**src/rtl/exec_issue.sv**
```systemverilog
// Execute-side issue stage: boots fetch, holds one issued instruction, turns redirects into restarts, stops on HALT.
// Optional sticky address-sequence checker enabled by defining EXEC_ISSUE_ADDR_CHECK_EN.
module exec_issue #(
   parameter int                 I_WIDTH    = 12,
   parameter int                 A_WIDTH    = 8,
   parameter logic [A_WIDTH-1:0] BOOT_ADDR  = '0,
   parameter logic [I_WIDTH-1:0] HALT_INSTR = 12'hFFF
) (
   input  logic               clk,
   input  logic               rst_n,
   input  logic [I_WIDTH-1:0] instruction_data_i,
   input  logic [A_WIDTH-1:0] instruction_addr_i,
   input  logic               instruction_ready_i,
   output logic               deque_o,
   output logic               restart_o,
   output logic [A_WIDTH-1:0] restart_addr_o,
   output logic               issue_valid_o,
   output logic [I_WIDTH-1:0] issue_instr_o,
   output logic [A_WIDTH-1:0] issue_addr_o,
   input  logic               issue_stall_i,
   input  logic               redirect_i,
   input  logic [A_WIDTH-1:0] redirect_addr_i,
   output logic               halted_o,
   output logic [15:0]        retired_o,
   output logic               addr_error_o
);

   typedef enum logic [1:0] {
      ST_BOOT     = 2'd0,
      ST_RUN      = 2'd1,
      ST_REDIRECT = 2'd2,
      ST_HALT     = 2'd3
   } state_e;

   state_e             state_q, state_d;
   logic               valid_q, valid_d;
   logic [I_WIDTH-1:0] instr_q, instr_d;
   logic [A_WIDTH-1:0] addr_q, addr_d;
   logic [A_WIDTH-1:0] redir_q, redir_d;
   logic [15:0]        retired_q, retired_d;
   logic               deque_c;
   logic               restart_c;
   logic [A_WIDTH-1:0] restart_addr_c;
   logic               handshake;
   logic               take_redirect;

   assign handshake     = valid_q & ~issue_stall_i;
   assign take_redirect = (state_q == ST_RUN) & redirect_i;

   always_comb begin
      state_d        = state_q;
      deque_c        = 1'b0;
      restart_c      = 1'b0;
      restart_addr_c = BOOT_ADDR;
      case (state_q)
         ST_BOOT: begin
            restart_c = 1'b1;
            state_d   = ST_RUN;
         end
         ST_RUN: begin
            // A redirect squashes this cycle's dequeue; the wrong-path word is dropped.
            if (redirect_i) begin
               state_d = ST_REDIRECT;
            end else begin
               deque_c = instruction_ready_i & (~valid_q | ~issue_stall_i);
               if (deque_c && (instruction_data_i == HALT_INSTR)) state_d = ST_HALT;
            end
         end
         ST_REDIRECT: begin
            restart_c      = 1'b1;
            restart_addr_c = redir_q;
            state_d        = ST_RUN;
         end
         ST_HALT: state_d = ST_HALT;
         default: state_d = ST_BOOT;
      endcase
   end

   always_comb begin
      valid_d   = valid_q;
      instr_d   = instr_q;
      addr_d    = addr_q;
      redir_d   = redir_q;
      retired_d = retired_q + 16'(handshake);
      if (take_redirect) begin
         valid_d = 1'b0;
         redir_d = redirect_addr_i;
      end else if (deque_c) begin
         valid_d = 1'b1;
         instr_d = instruction_data_i;
         addr_d  = instruction_addr_i;
      end else if (handshake) begin
         valid_d = 1'b0;
      end
   end

   always_ff @(posedge clk) begin
      if (!rst_n) begin
         state_q   <= ST_BOOT;
         valid_q   <= 1'b0;
         instr_q   <= '0;
         addr_q    <= '0;
         redir_q   <= '0;
         retired_q <= '0;
      end else begin
         state_q   <= state_d;
         valid_q   <= valid_d;
         instr_q   <= instr_d;
         addr_q    <= addr_d;
         redir_q   <= redir_d;
         retired_q <= retired_d;
      end
   end

   // The restart pulse is masked while reset is held so fetch only sees it after release.
   assign restart_o      = restart_c & rst_n;
   assign restart_addr_o = restart_addr_c;
   assign deque_o        = deque_c;
   assign issue_valid_o  = valid_q;
   assign issue_instr_o  = instr_q;
   assign issue_addr_o   = addr_q;
   assign halted_o       = (state_q == ST_HALT);
   assign retired_o      = retired_q;

`ifdef EXEC_ISSUE_ADDR_CHECK_EN
   logic [A_WIDTH-1:0] exp_addr_q, exp_addr_d;
   logic               err_q, err_d;

   always_comb begin
      exp_addr_d = exp_addr_q;
      err_d      = err_q;
      if (restart_c) begin
         exp_addr_d = restart_addr_c;
      end else if (deque_c) begin
         exp_addr_d = exp_addr_q + 1'b1;
         if (instruction_addr_i != exp_addr_q) err_d = 1'b1;
      end
   end

   always_ff @(posedge clk) begin
      if (!rst_n) begin
         exp_addr_q <= BOOT_ADDR;
         err_q      <= 1'b0;
      end else begin
         exp_addr_q <= exp_addr_d;
         err_q      <= err_d;
      end
   end

   assign addr_error_o = err_q;
`else
   assign addr_error_o = 1'b0;
`endif

endmodule

```
**config.mk**
```make
export PLATFORM = sky130hd
export DESIGN_NAME = exec_issue
export DESIGN_NICKNAME = d
export VERILOG_FILES = /design/src/rtl/exec_issue.sv
export SDC_FILE = /design/constraint.sdc
export NUM_CORES = 1
export LEC_CHECK = 0
export ABC_AREA = 1
export CORE_AREA = 2 2 70 72
export DETAILED_ROUTE_END_ITERATION = 16
export DIE_AREA = 0 0 72 74
export PLACE_DENSITY_LB_ADDON = 0.08
export SLEW_MARGIN = 20
export SYNTH_ARGS = -nofsm -noshare
export SYNTH_HDL_FRONTEND = slang
export SYNTH_SLANG_ARGS = --single-unit
```
**constraint.sdc**
```tcl
create_clock -name clk -period 4.6 [get_ports clk]
set_clock_uncertainty 0.15 [all_clocks]
set_input_delay 1.38 -clock clk [delete_from_list [all_inputs] [get_ports clk]]
set_output_delay 1.38 -clock clk [all_outputs]
set_load 0.02 [all_outputs]
```
Yosys cells after proc, flatten, opt, wreduce, memory -nomap -nowiden:

Cells that the tools add are included.

* bitwise operators: 9
* reductions and logical operators: 6
* $add $sub $neg: 1
* muxes and demuxes: 9
* eq/ne operators: 5

Operators with widths (count)
* $add 16x1->16: 1
* $eq 12x12->1 const B: 1
* $mux 8: 1
* $pmux 2 s3: 1
* $mux 1: 5
* $and 1x1->1: 4
* $eq 2x2->1 const B: 2
* $mux 2: 2
* $not 1->1: 4
* $reduce_or 2->1: 2
* $ne 3x2->1 const B: 1
* $eq 2x1->1 const B: 1
* $logic_not 2->1: 1
* $reduce_and 2->1: 1
* $reduce_bool 2->1: 1
* $logic_and 1x1->1: 1
* $or 1x1->1: 1

* logic and storage cells: 36
* register bits after elaboration: 47
* input port bits: 33
* output and inout port bits: 49

Depth between registers and ports, before layout:

* word-level depth: 7
* gate-level depth with buffers: 10
* gate-level depth less buffers: 10

Worst setup path after synthesis:

Ideal clock, no wire load.

* path kind: in2out
* start point: in issue_stall_i
* end point: out deque_o
* stages: 5
* arrival: 1.913 ns
* buffers on the path: 1
* required time: 3.070 ns
* slack: 1.157 ns
* cells stage by stage: nand2_1 > and2_2 > nand2_4 > clkinv_2 > buf_6

* cells in the longest elaborated chain, start to end: 5

Ends and longest elaborated chain
* start, declared: RTL line 20 `input logic issue_stall_i,`
* $not 1->1: RTL line 65 `deque_c = instruction_ready_i & (~valid_q | ~issue_stall_i);`
* $or 1x1->1: RTL line 65
* $and 1x1->1: RTL line 65
* $mux 1: RTL line 62 `if (redirect_i) begin`
* $mux 1: RTL line 55 `case (state_q)`
* end, declared: RTL line 14 `output logic deque_o,`

No other way between the ends.

Worst setup path after layout:

Ends and elaborated chain as after synthesis.

==> metrics.yaml <==
status: "finished, final reports clean"
synthAdderAreaFrac: 0.0186
dr_total_vias: 1902
drt_iter0_drc: 73
port_buffers: 80
antenna_found_initial: 0
postRouteAntennaNets: 0
clk_latency_ns: 0.29
peakVddDrop_v: 0.000209
timing.final.crit_share: 0.931
synth_top_area_share: 0.467
die_w_um: 72
hp-class: "reg -> reg"
syn_avg_cell_area_um2: 7.22
yosysUniqueCellTypes: 29
async_reset_ff_frac: 0
synthTopCellsByCount: "nor2_1 (74), dfxtp_1 (47), nand2_1 (43)"
finalHoldViolations: 0
ctsHoldBuffers: 0
fin_crit_ns: 4.28
core_um2: 4600
grt_pass1_vias: 1728
yosys_warnings: 0
root_buffer: "clkbuf_8"
cp.arrival_ns: 2.75
synth-main-ff-cell: "dfxtp_1"
clockBufferDepth: 2
synth_edf_count: 0
nets: 394
wire_per_inst_um: 10.8
worst_slew_pin_slew_ns: 0.569
start_kind: "input port"
end_kind: "output port"
synth-seq-cells: 47
grt_max_degree: 41
cts_tree: "done"
grt_usage: 0.170
fp.dieH_um: 74
synth-xor-area-share: 0.00435
routed_wl_um: 4450
numCtsBuffers: 5
fmax_mhz: 233
syn-instance-count: 279
grt_pass1_wl_um: 7250
synthMostInstantiatedCell: "nor2_1"
maxSlewHeadroom: 0.619
hpwl_um: 3270
muxShareOfSynthArea: 0
cp.required_ns: 3.07
clock_sinks: 47
power-per-cell-area_nw_per_um2: 289
first_pass_iters: 4
synth_top_family_by_area: "simple AND/OR/NAND/NOR gates"
cap_viol_max_count: 0
netlist_top_cells_area: "dfxtp_1 (47%), nor2_1 (14%), nand2_1 (8.0%), inv_1 (5.6%), o21ai_0 (5.2%)"
cts_resized: 0
ys_seq_area_frac: 0.467
synth-compound-area-share: 0.127
drv_slew: 0
finalSetupViolations: 0
cp_max_fo: 2
yosysTopAreaCell: "dfxtp_1"
p_leak_nw: 1.17
areaGrowthSynthToFinish_pct: 45.8
n_antenna_cell: 0
cts_setup_buffers: 0
rsz0062_at_grt: "no"
io-pin-count: 82
clkTransAtPathRegs_ns: 0.08
start_util: 0.438
grt_overflow: 0
path_class: "in -> out"
gp_congestion: 0.838
final.setup.tns_ns: 0
synth_nets: 315
whs_ns: 0.303
drc: 0
fp.dieArea_um2: 5330
synthSimpleGateAreaFrac: 0.280
syn_area_um2: 2010
via_per_inst: 4.61
cts-htree-levels: 2
rows: 25
drive_above_1_share: 0.0585
dp_slack_ns: 0.319
final.setup.worst_slack_ns: 0.317
-- placed cells by master (no fill, tap or decap) --
cell             count
a211oi_1             1
a21oi_1             16
and2_2               1
buf_4                3
bufinv_16            1
clkbuf_8             6
clkdlybuf4s50_1     80
clkinv_2             2
conb_1               1
dfxtp_1             47
ha_1                 3
inv_1               30
nand2_1             43
nand2_2              2
nand2_4              1
nand3_1              7
nand3_2              1
nand4_1              1
nor2_1              74
nor2_2               1
nor2_4               1
nor3_2               1
nor3b_1              1
o21a_1               1
o21ai_0             21
o21ai_1             11
or2_2                1
xor2_1               1
-- registers in the layout, summed over array words and instances (netlist names) --
register,flops
issue_instr_o,12
issue_addr_o,8
redir_q,8
issue_valid_o,1
state_q,2
retired_o,16
-- layer usage --
layer | global-route usage | routed length, µm | vias to the layer above | part of all wire
met4 | 0.0482 | 47 | 0 | 0.011
li1 | - | - | 1021 | -
met5 | 0 | 0 | - | 0
met2 | 0.302 | 2090 | 43 | 0.47
met1 | 0.204 | 2060 | 834 | 0.46
met3 | 0.0447 | 246 | 4 | 0.055
-- critical path, stage by stage --
cell             delay (ns)
clkdlybuf4s50_1        0.48
nand2_1                0.07
and2_2                 0.20
nand2_4                0.06
clkinv_2               0.05
clkdlybuf4s50_1        0.52
-- path summary, 6_finish.rpt --
| path | start | to | slack (ns) | depth (start not counted) |
|---|---|---|---|---|
| min | redir_q[2] | redir_q[2] | 0.30 | 2 |
| min reg2reg | redir_q[2] | redir_q[2] | 0.30 | 2 |
| max reg2reg | issue_valid_o | retired_o[10] | 2.77 | 9 |
| max | issue_stall_i | deque_o | 0.32 | 6 |
-- report_power, final --
| part | switching (W) | internal [W] |
|---|---|---|
| registers | 0.00000704 | 0.000422 |
| logic | 0.0000542 | 0.0000579 |
| clock network | 0.000132 | 0.000176 |
-- layout make-up --
| type | instances | area (µm²) |
|---|---|---|
| repair buffers | 83 | 823 |
| clock buffers | 6 | 82.6 |
| fillers | 454 | 1660 |
| flip-flops and latches | 47 | 941 |
| clock inverters | 2 | 35.0 |
| multi-input cells | 190 | 868 |
| inverters | 31 | 118 |
| well taps | 54 | 67.6 |
-- cell families (layout without fill, tap and decap cells) --
logic type               count (synthesis)  after routing
AO/OA/AOI/OAI                           50             50
XOR/XNOR                                 1              1
adder cells (fa/ha/maj)                  3              3
buffers and inverters                   42            122
flip-flops                              47             47
other                                    1              1
AND/OR/NAND/NOR                        135            135
-- metrics by stage --
step	total power (W)	utilization	cells	instance area (µm²)
floorplan	0.000495	-	279	2010
global placement	0.000550	0.613	405	2820
detailed placement	0.000551	0.613	405	2820
CTS	0.000859	0.638	413	2940
global route	0.000885	0.638	413	2940
finish	0.000849	0.638	413	2940
Power figures use the tool's default switching activity.
